`config.mk`:
```
export PLATFORM = sky130hd
export DESIGN_NAME = stack_seq
export DESIGN_NICKNAME = d
export VERILOG_FILES = /design/src/rtl/stack_seq.sv
export SDC_FILE = /design/constraint.sdc
export NUM_CORES = 1
export LEC_CHECK = 0
export ABC_AREA = 1
export BUFFER_PORTS_ARGS = -buffer_cell sky130_fd_sc_hd__buf_2
export CAP_MARGIN = 20
export CORE_ASPECT_RATIO = 0.7
export CORE_MARGIN = 2
export CORE_UTILIZATION = 52
export CTS_BUF_LIST = sky130_fd_sc_hd__clkbuf_8
export CTS_CLUSTER_DIAMETER = 100
export CTS_CLUSTER_SIZE = 20
export DETAILED_ROUTE_END_ITERATION = 10
export PLACE_DENSITY_LB_ADDON = 0.25
export SLEW_MARGIN = 10
export SYNTH_ARGS = -nofsm -noshare
export SYNTH_HDL_FRONTEND = slang
export SYNTH_SLANG_ARGS = --single-unit
```
`constraint.sdc`:
```
create_clock -name clk -period 1.6 [get_ports clk]
set_input_delay 0.32 -clock clk [delete_from_list [all_inputs] [get_ports clk]]
set_output_delay 0.32 -clock clk [all_outputs]
set_load 0.02 [all_outputs]
```
`src/rtl/stack_seq.sv`:
```
// ---------------------------------------------------------------------------
// stack_seq
//   Multi-byte stack transfer sequencer for the 65C02 FSM core. It generates
//   page-1 bus cycles for pushes (PHA/PHP, JSR/BRK/IRQ/NMI) and pulls
//   (PLA/PLP/RTS/RTI). It drives the register file's S push/pull strobes and
//   assembles pulled bytes into the result registers.
//
//   Ports
//     clk, RST      clock, synchronous active-high reset
//     RDY           1 = bus cycle completes, 0 = stall
//     start, op     request and operation code (sampled in IDLE with RDY=1)
//     data_in       byte for PUSH1
//     pc_in, p_in   PC and status byte for PUSH2/PUSH3
//     S             stack pointer from the register file
//     DI            read data, valid the cycle after its address
//     push, pull    S decrement / increment strobes to the register file
//     stk_sel       block owns AB/DO/WE this cycle
//     AB, DO, WE    stack bus address, write data, write enable
//     busy, done    sequence in progress, one-cycle completion pulse
//     data_out      PULL1 result
//     pc_out        PULL2/PULL3 result
//     p_out         PULL3 result
//
//   state   | meaning
//   IDLE    | waiting for start
//   PUSH_H  | write PC high byte
//   PUSH_L  | write PC low byte
//   PUSH_P  | write status byte (PUSH3)
//   PUSH_D  | write data byte (PUSH1)
//   PULL_P  | read status byte (PULL3)
//   PULL_L  | read PC low byte
//   PULL_H  | read PC high byte
//   PULL_D  | read data byte (PULL1)
//   CAPT    | capture final pulled byte, no bus activity
//   DONE    | done pulse, then IDLE
// ---------------------------------------------------------------------------
module stack_seq #(
    parameter logic [7:0] STACK_PAGE = 8'h01
) (
    input  logic        clk,
    input  logic        RST,
    input  logic        RDY,
    input  logic        start,
    input  logic [2:0]  op,
    input  logic [7:0]  data_in,
    input  logic [15:0] pc_in,
    input  logic [7:0]  p_in,
    input  logic [7:0]  S,
    input  logic [7:0]  DI,
    output logic        push,
    output logic        pull,
    output logic        stk_sel,
    output logic [15:0] AB,
    output logic [7:0]  DO,
    output logic        WE,
    output logic        busy,
    output logic        done,
    output logic [7:0]  data_out,
    output logic [15:0] pc_out,
    output logic [7:0]  p_out
);

    localparam logic [3:0] ST_IDLE   = 4'd0;
    localparam logic [3:0] ST_PUSH_H = 4'd1;
    localparam logic [3:0] ST_PUSH_L = 4'd2;
    localparam logic [3:0] ST_PUSH_P = 4'd3;
    localparam logic [3:0] ST_PUSH_D = 4'd4;
    localparam logic [3:0] ST_PULL_P = 4'd5;
    localparam logic [3:0] ST_PULL_L = 4'd6;
    localparam logic [3:0] ST_PULL_H = 4'd7;
    localparam logic [3:0] ST_PULL_D = 4'd8;
    localparam logic [3:0] ST_CAPT   = 4'd9;
    localparam logic [3:0] ST_DONE   = 4'd10;

    localparam logic [1:0] CAP_D = 2'd0;
    localparam logic [1:0] CAP_P = 2'd1;
    localparam logic [1:0] CAP_L = 2'd2;
    localparam logic [1:0] CAP_H = 2'd3;

    logic [3:0]  state;
    logic [3:0]  state_nx;
    logic [2:0]  op_r;
    logic [7:0]  data_r;
    logic [15:0] pc_r;
    logic [7:0]  p_r;
    logic        cap_pend;
    logic [1:0]  cap_sel;
    logic [1:0]  cap_sel_nx;
    logic        done_r;
    logic        is_push;
    logic        is_pull;
    logic        strobe_en;

    assign is_push = (state == ST_PUSH_H) || (state == ST_PUSH_L) ||
                     (state == ST_PUSH_P) || (state == ST_PUSH_D);
    assign is_pull = (state == ST_PULL_P) || (state == ST_PULL_L) ||
                     (state == ST_PULL_H) || (state == ST_PULL_D);

    // Strobes are suppressed during a stall and during the reset cycle so the
    // register file never sees an S update that the FSM does not follow.
    assign strobe_en = RDY && !RST;
    assign push      = is_push && strobe_en;
    assign WE        = is_push && strobe_en;
    assign pull      = is_pull && strobe_en;
    assign stk_sel   = is_push || is_pull;
    assign busy      = (state != ST_IDLE);
    assign done      = done_r;

    // Pulls address S+1 (pre-increment), pushes address S (post-decrement).
    assign AB = {STACK_PAGE, is_pull ? (S + 8'd1) : S};

    always_comb begin
        DO = 8'h00;
        case (state)
            ST_PUSH_H: DO = pc_r[15:8];
            ST_PUSH_L: DO = pc_r[7:0];
            ST_PUSH_P: DO = p_r;
            ST_PUSH_D: DO = data_r;
            default:   DO = 8'h00;
        endcase
    end

    always_comb begin
        state_nx = state;
        case (state)
            ST_IDLE: begin
                if (start) begin
                    case (op)
                        3'd0:    state_nx = ST_PUSH_D;
                        3'd1:    state_nx = ST_PUSH_H;
                        3'd2:    state_nx = ST_PUSH_H;
                        3'd4:    state_nx = ST_PULL_D;
                        3'd5:    state_nx = ST_PULL_L;
                        3'd6:    state_nx = ST_PULL_P;
                        default: state_nx = ST_DONE;
                    endcase
                end
            end
            ST_PUSH_H: state_nx = ST_PUSH_L;
            ST_PUSH_L: state_nx = (op_r == 3'd2) ? ST_PUSH_P : ST_DONE;
            ST_PUSH_P: state_nx = ST_DONE;
            ST_PUSH_D: state_nx = ST_DONE;
            ST_PULL_P: state_nx = ST_PULL_L;
            ST_PULL_L: state_nx = ST_PULL_H;
            ST_PULL_H: state_nx = ST_CAPT;
            ST_PULL_D: state_nx = ST_CAPT;
            ST_CAPT:   state_nx = ST_DONE;
            ST_DONE:   state_nx = ST_IDLE;
            default:   state_nx = ST_IDLE;
        endcase
    end

    // Which result byte the data returned for this cycle's read belongs to.
    always_comb begin
        cap_sel_nx = CAP_D;
        case (state)
            ST_PULL_P: cap_sel_nx = CAP_P;
            ST_PULL_L: cap_sel_nx = CAP_L;
            ST_PULL_H: cap_sel_nx = CAP_H;
            default:   cap_sel_nx = CAP_D;
        endcase
    end

    always_ff @(posedge clk) begin
        if (RST) begin
            state    <= ST_IDLE;
            op_r     <= 3'd0;
            data_r   <= 8'h00;
            pc_r     <= 16'h0000;
            p_r      <= 8'h00;
            cap_pend <= 1'b0;
            cap_sel  <= CAP_D;
            done_r   <= 1'b0;
            data_out <= 8'h00;
            pc_out   <= 16'h0000;
            p_out    <= 8'h00;
        end else if (RDY) begin
            state  <= state_nx;
            done_r <= (state_nx == ST_DONE);
            if ((state == ST_IDLE) && start) begin
                op_r   <= op;
                data_r <= data_in;
                pc_r   <= pc_in;
                p_r    <= p_in;
            end
            // DI answers the read issued in the previous completed cycle.
            if (cap_pend) begin
                case (cap_sel)
                    CAP_D:   data_out     <= DI;
                    CAP_P:   p_out        <= DI;
                    CAP_L:   pc_out[7:0]  <= DI;
                    default: pc_out[15:8] <= DI;
                endcase
            end
            cap_pend <= is_pull;
            cap_sel  <= cap_sel_nx;
        end else begin
            done_r <= 1'b0;
        end
    end

endmodule
```
==> run_results.csv <==
group,metric,value,unit
outcome,status,"finished with violations",
outcome,violations,"setup timing",
place,port-buffer-count,108,
layout,nets,686,
worst_setup_path,regToRegSetupSlack,-50,ps
global_routing,grt_max_degree,69,
yosys,yosys.area.top_type_share,43.76,%
cts,clock_latency,350,ps
cts,clk_path_buf_depth,2,
yosys,synth_edf_count,0,
worst_setup_path,r2r_end,"data_r[4]",
worst_setup_path,arrival,1600,ps
global_routing,grt_pass1_vias,3272,
sta,tns,-5684,ps
worst_setup_path,worst-setup-path-type,"register to output pin",
yosys,seq_area_frac_synth,43.76,%
sta,fin_worst_skew,10.46,ps
yosys,syn_area_per_cell,6.987,um2
power_and_ir_drop,power.internal,0.003154,W
floorplan,die_h,71.96,um
power_and_ir_drop,p_sw_share,33.25,%
power_and_ir_drop,p_leak,2.389,nW
worst_setup_path,r2r_cells,10,
layout,final_core_util,77.82,%
min_path,hold_path_class,"input port to register",
min_path,hp-start,"pc_in[7]",
drt,drt_wl_total,10.17,mm
place,dp_hpwl,6.609,mm
layout,drive_gt1_share,36.85,%
power_and_ir_drop,switching_power,0.001571,W
floorplan,die_area,0.007274,mm2
yosys,post-synth-top-count-cell,"nor2_1",
yosys,ys_warn_count,0,
worst_setup_path,required,1280,ps
sta,grt_setup_unrepaired,"yes",
power_and_ir_drop,power_frac_seq,43.8,%
sta,hold_violations,0,
yosys,synth_area_leaders,"dfxtp_1 44%, nor2_1 16%, nand2_1 9.8%, o21ai_0 9.3%, inv_1 3.0%",
yosys,ys_ff_latch,75,
drt,ant_nets,0,
sta,drv_slew,0,
sta,holdWs,196.3,ps
sta,timing.fmax,520.7,MHz
power_and_ir_drop,total_power,0.004726,W
cts,root_buffer,"clkbuf_8",
place,dp_cells,681,
drt,wl_per_cell,14.27,um
global_routing,track_usage,25.42,%
yosys,synth_top_cell_by_area,"dfxtp_1",
layout,syn_to_final_growth,43.03,%
min_path,whs_path_depth,3,
yosys,synthCells,491,
global_routing,grt_overflow,0,
sta,setup_viol,44,
place,gp_congestion,0.9269,
yosys,yosys_most_used_dff,"dfxtp_1",
cts,cts_htree_levels,3,
cts,cts_made_buffers,9,
floorplan,num_rows,24,
cts,cts_num_sinks,75,
worst_setup_path,worstSetupEndpointType,"output pin",
layout,finalNonFillerCells,713,
sta,fin_crit_sh,120.0,%
run,drv_cap,0,
global_routing,antenna_found_initial,0,
floorplan,core_area,0.006306,mm2
layout,diodes,0,
drt,first_pass_iters,5,
sta,fin_ws,-320.4,ps
worst_setup_path,r2r_start,"state[3]",
global_routing,grt_pass1_wl,14.58,mm
cts,cts_tree,"done",
power_and_ir_drop,power_frac_clock,27.5,%
yosys,netlist_area,0.003431,mm2
worst_setup_path,critPathLaunch,"state[3]",
drt,drc_errors,0,
power_and_ir_drop,vdd_drop_max,617.4,uV
floorplan,io_pins,117,
floorplan,die_w,101.1,um
worst_setup_path,worstSetupStartpointType,"register",
power_and_ir_drop,combPwrFrac,28.7,%
drt,num_vias,3769,
yosys,netlist_top_cells_count,"150 x nor2_1, 90 x nand2_1, 75 x dfxtp_1, 64 x o21ai_0, 27 x inv_1",
floorplan,initial_utilization,54.40,%
yosys,synth-async-reset-ratio,0,%
drt,viasPerCell,5.286,
power_and_ir_drop,power_density,963.0,mW/mm2
min_path,worstHoldEndpoint,"pc_r[7]",
sta,period_minus_slack,1920,ps
worst_setup_path,cp_max_fo,8,
drt,drtIter0Drc,219,
cts,clk_pin_slew,80,ps
yosys,synth_cell_types,28,
how the worst max path moves through the flow:
stage | cells after the start | slack [ps] | end
global route | 8 | -370 | DO[3]
CTS | 8 | -320 | DO[3]
global placement | 8 | -30 | DO[7]
detailed placement | 8 | -100 | DO[3]
finish | 8 | -320 | DO[3]
floorplan | 7 | -50 | push
metal layers:
layer  part of all wire, %  track usage [%]  vias to the layer above
li1                      -                -                     1822
met4                   1.4            6.907                        0
met5                     0                0                        -
met1                    43            33.93                     1740
met2                    47            40.18                      189
met3                   9.1            8.189                       18
power by group through the flow:
stage	Sequential (W)	Clock (W)	Combinational (W)
after floorplan	0.00209	0	0.000622
after global placement	0.00209	0	0.000952
after detailed placement	0.00209	0	0.000970
after CTS	0.00206	0.00133	0.00109
after global routing	0.00208	0.00141	0.00146
final	0.00207	0.00130	0.00136
layout make-up:
| class | count | area, um2 |
|---|---|---|
| clock buffers | 9 | 123.9 |
| clock inverters | 7 | 52.55 |
| fillers | 469 | 1399 |
| inverters | 33 | 148.9 |
| multi-input cells | 366 | 1902 |
| flip-flops and latches | 75 | 1516 |
| well taps | 78 | 97.59 |
| repair buffers | 145 | 1066 |
registers in the layout, indices dropped and copies added, names as in the netlist:
| signal | count |
|---|---|
| pc_out | 16 |
| done | 1 |
| p_out | 8 |
| cap_sel | 2 |
| p_r | 8 |
| data_r | 8 |
| op_r | 3 |
| data_out | 8 |
| cap_pend | 1 |
| state | 4 |
| pc_r | 16 |
worst max-delay path, stage by stage, from the launching register on:
cell and delay [ps]:
dfxtp_4 370, inv_4 70, nand2_2 60, buf_6 130, nor2_4 140, buf_12 140, nand2_1 70, nand4_1 130
buf_4 160
repair_timing:
| item | 4_1_cts | 5_1_grt |
|---|---|---|
| endpoints found under the hold margin | 0 | 0 |
| hold buffers | 0 | 0 |
| buffers inserted | 5 | 6 |
| cloned | 0 | 5 |
| pin swaps | 3 | 18 |
| gates resized for setup | 34 | 97 |
| setup endpoints to repair | 21 | 56 |
cell usage in the layout, fill, tap and decap left out, types with 2 or more instances in the layout:
cell	count
conb_1	8
nand2_2	9
clkbuf_8	9
nor2_4	6
inv_4	5
nand3_1	4
nor3_4	4
nand2_8	2
inv_6	2
clkinvlp_4	3
buf_6	14
nand2_4	4
a21oi_1	2
buf_4	31
nand3_2	2
nand2_1	79
o21ai_2	26
inv_1	23
dfxtp_4	4
buf_12	7
o21ai_0	37
buf_2	89
xor2_2	2
xnor2_2	2
o21ai_1	12
clkbuf_16	3
inv_2	5
nand4_1	10
nor2_1	148
dfxtp_1	71
metrics by stage:
step | area, um2 | setup slack, ps
6_report | 4907 | -320.4
5_1_grt | 4907 | -372.1
4_1_cts | 4522 | -323.4
3_5_place_dp | 4195 | -98.08
3_3_place_gp | 4195 | -27.33
2_1_floorplan | 3486 | -50.34
kinds of logic (layout without fill, tap and decap cells):
| logic type | Yosys count | in the layout | synth area share [%] |
|---|---|---|---|
| buffers and inverters | 57 | 194 | 8.607 |
| AOI/OAI and AO/OA | 81 | 81 | 12.00 |
| adders and majority gates | 1 | 1 | 0.3646 |
| and+or+nand+nor | 269 | 270 | 33.52 |
| xor gates and xnor gates | 6 | 6 | 1.532 |
| DFF | 75 | 75 | 43.76 |
| other | 2 | 8 | 0.2189 |
Power figures use the tool's default switching activity.
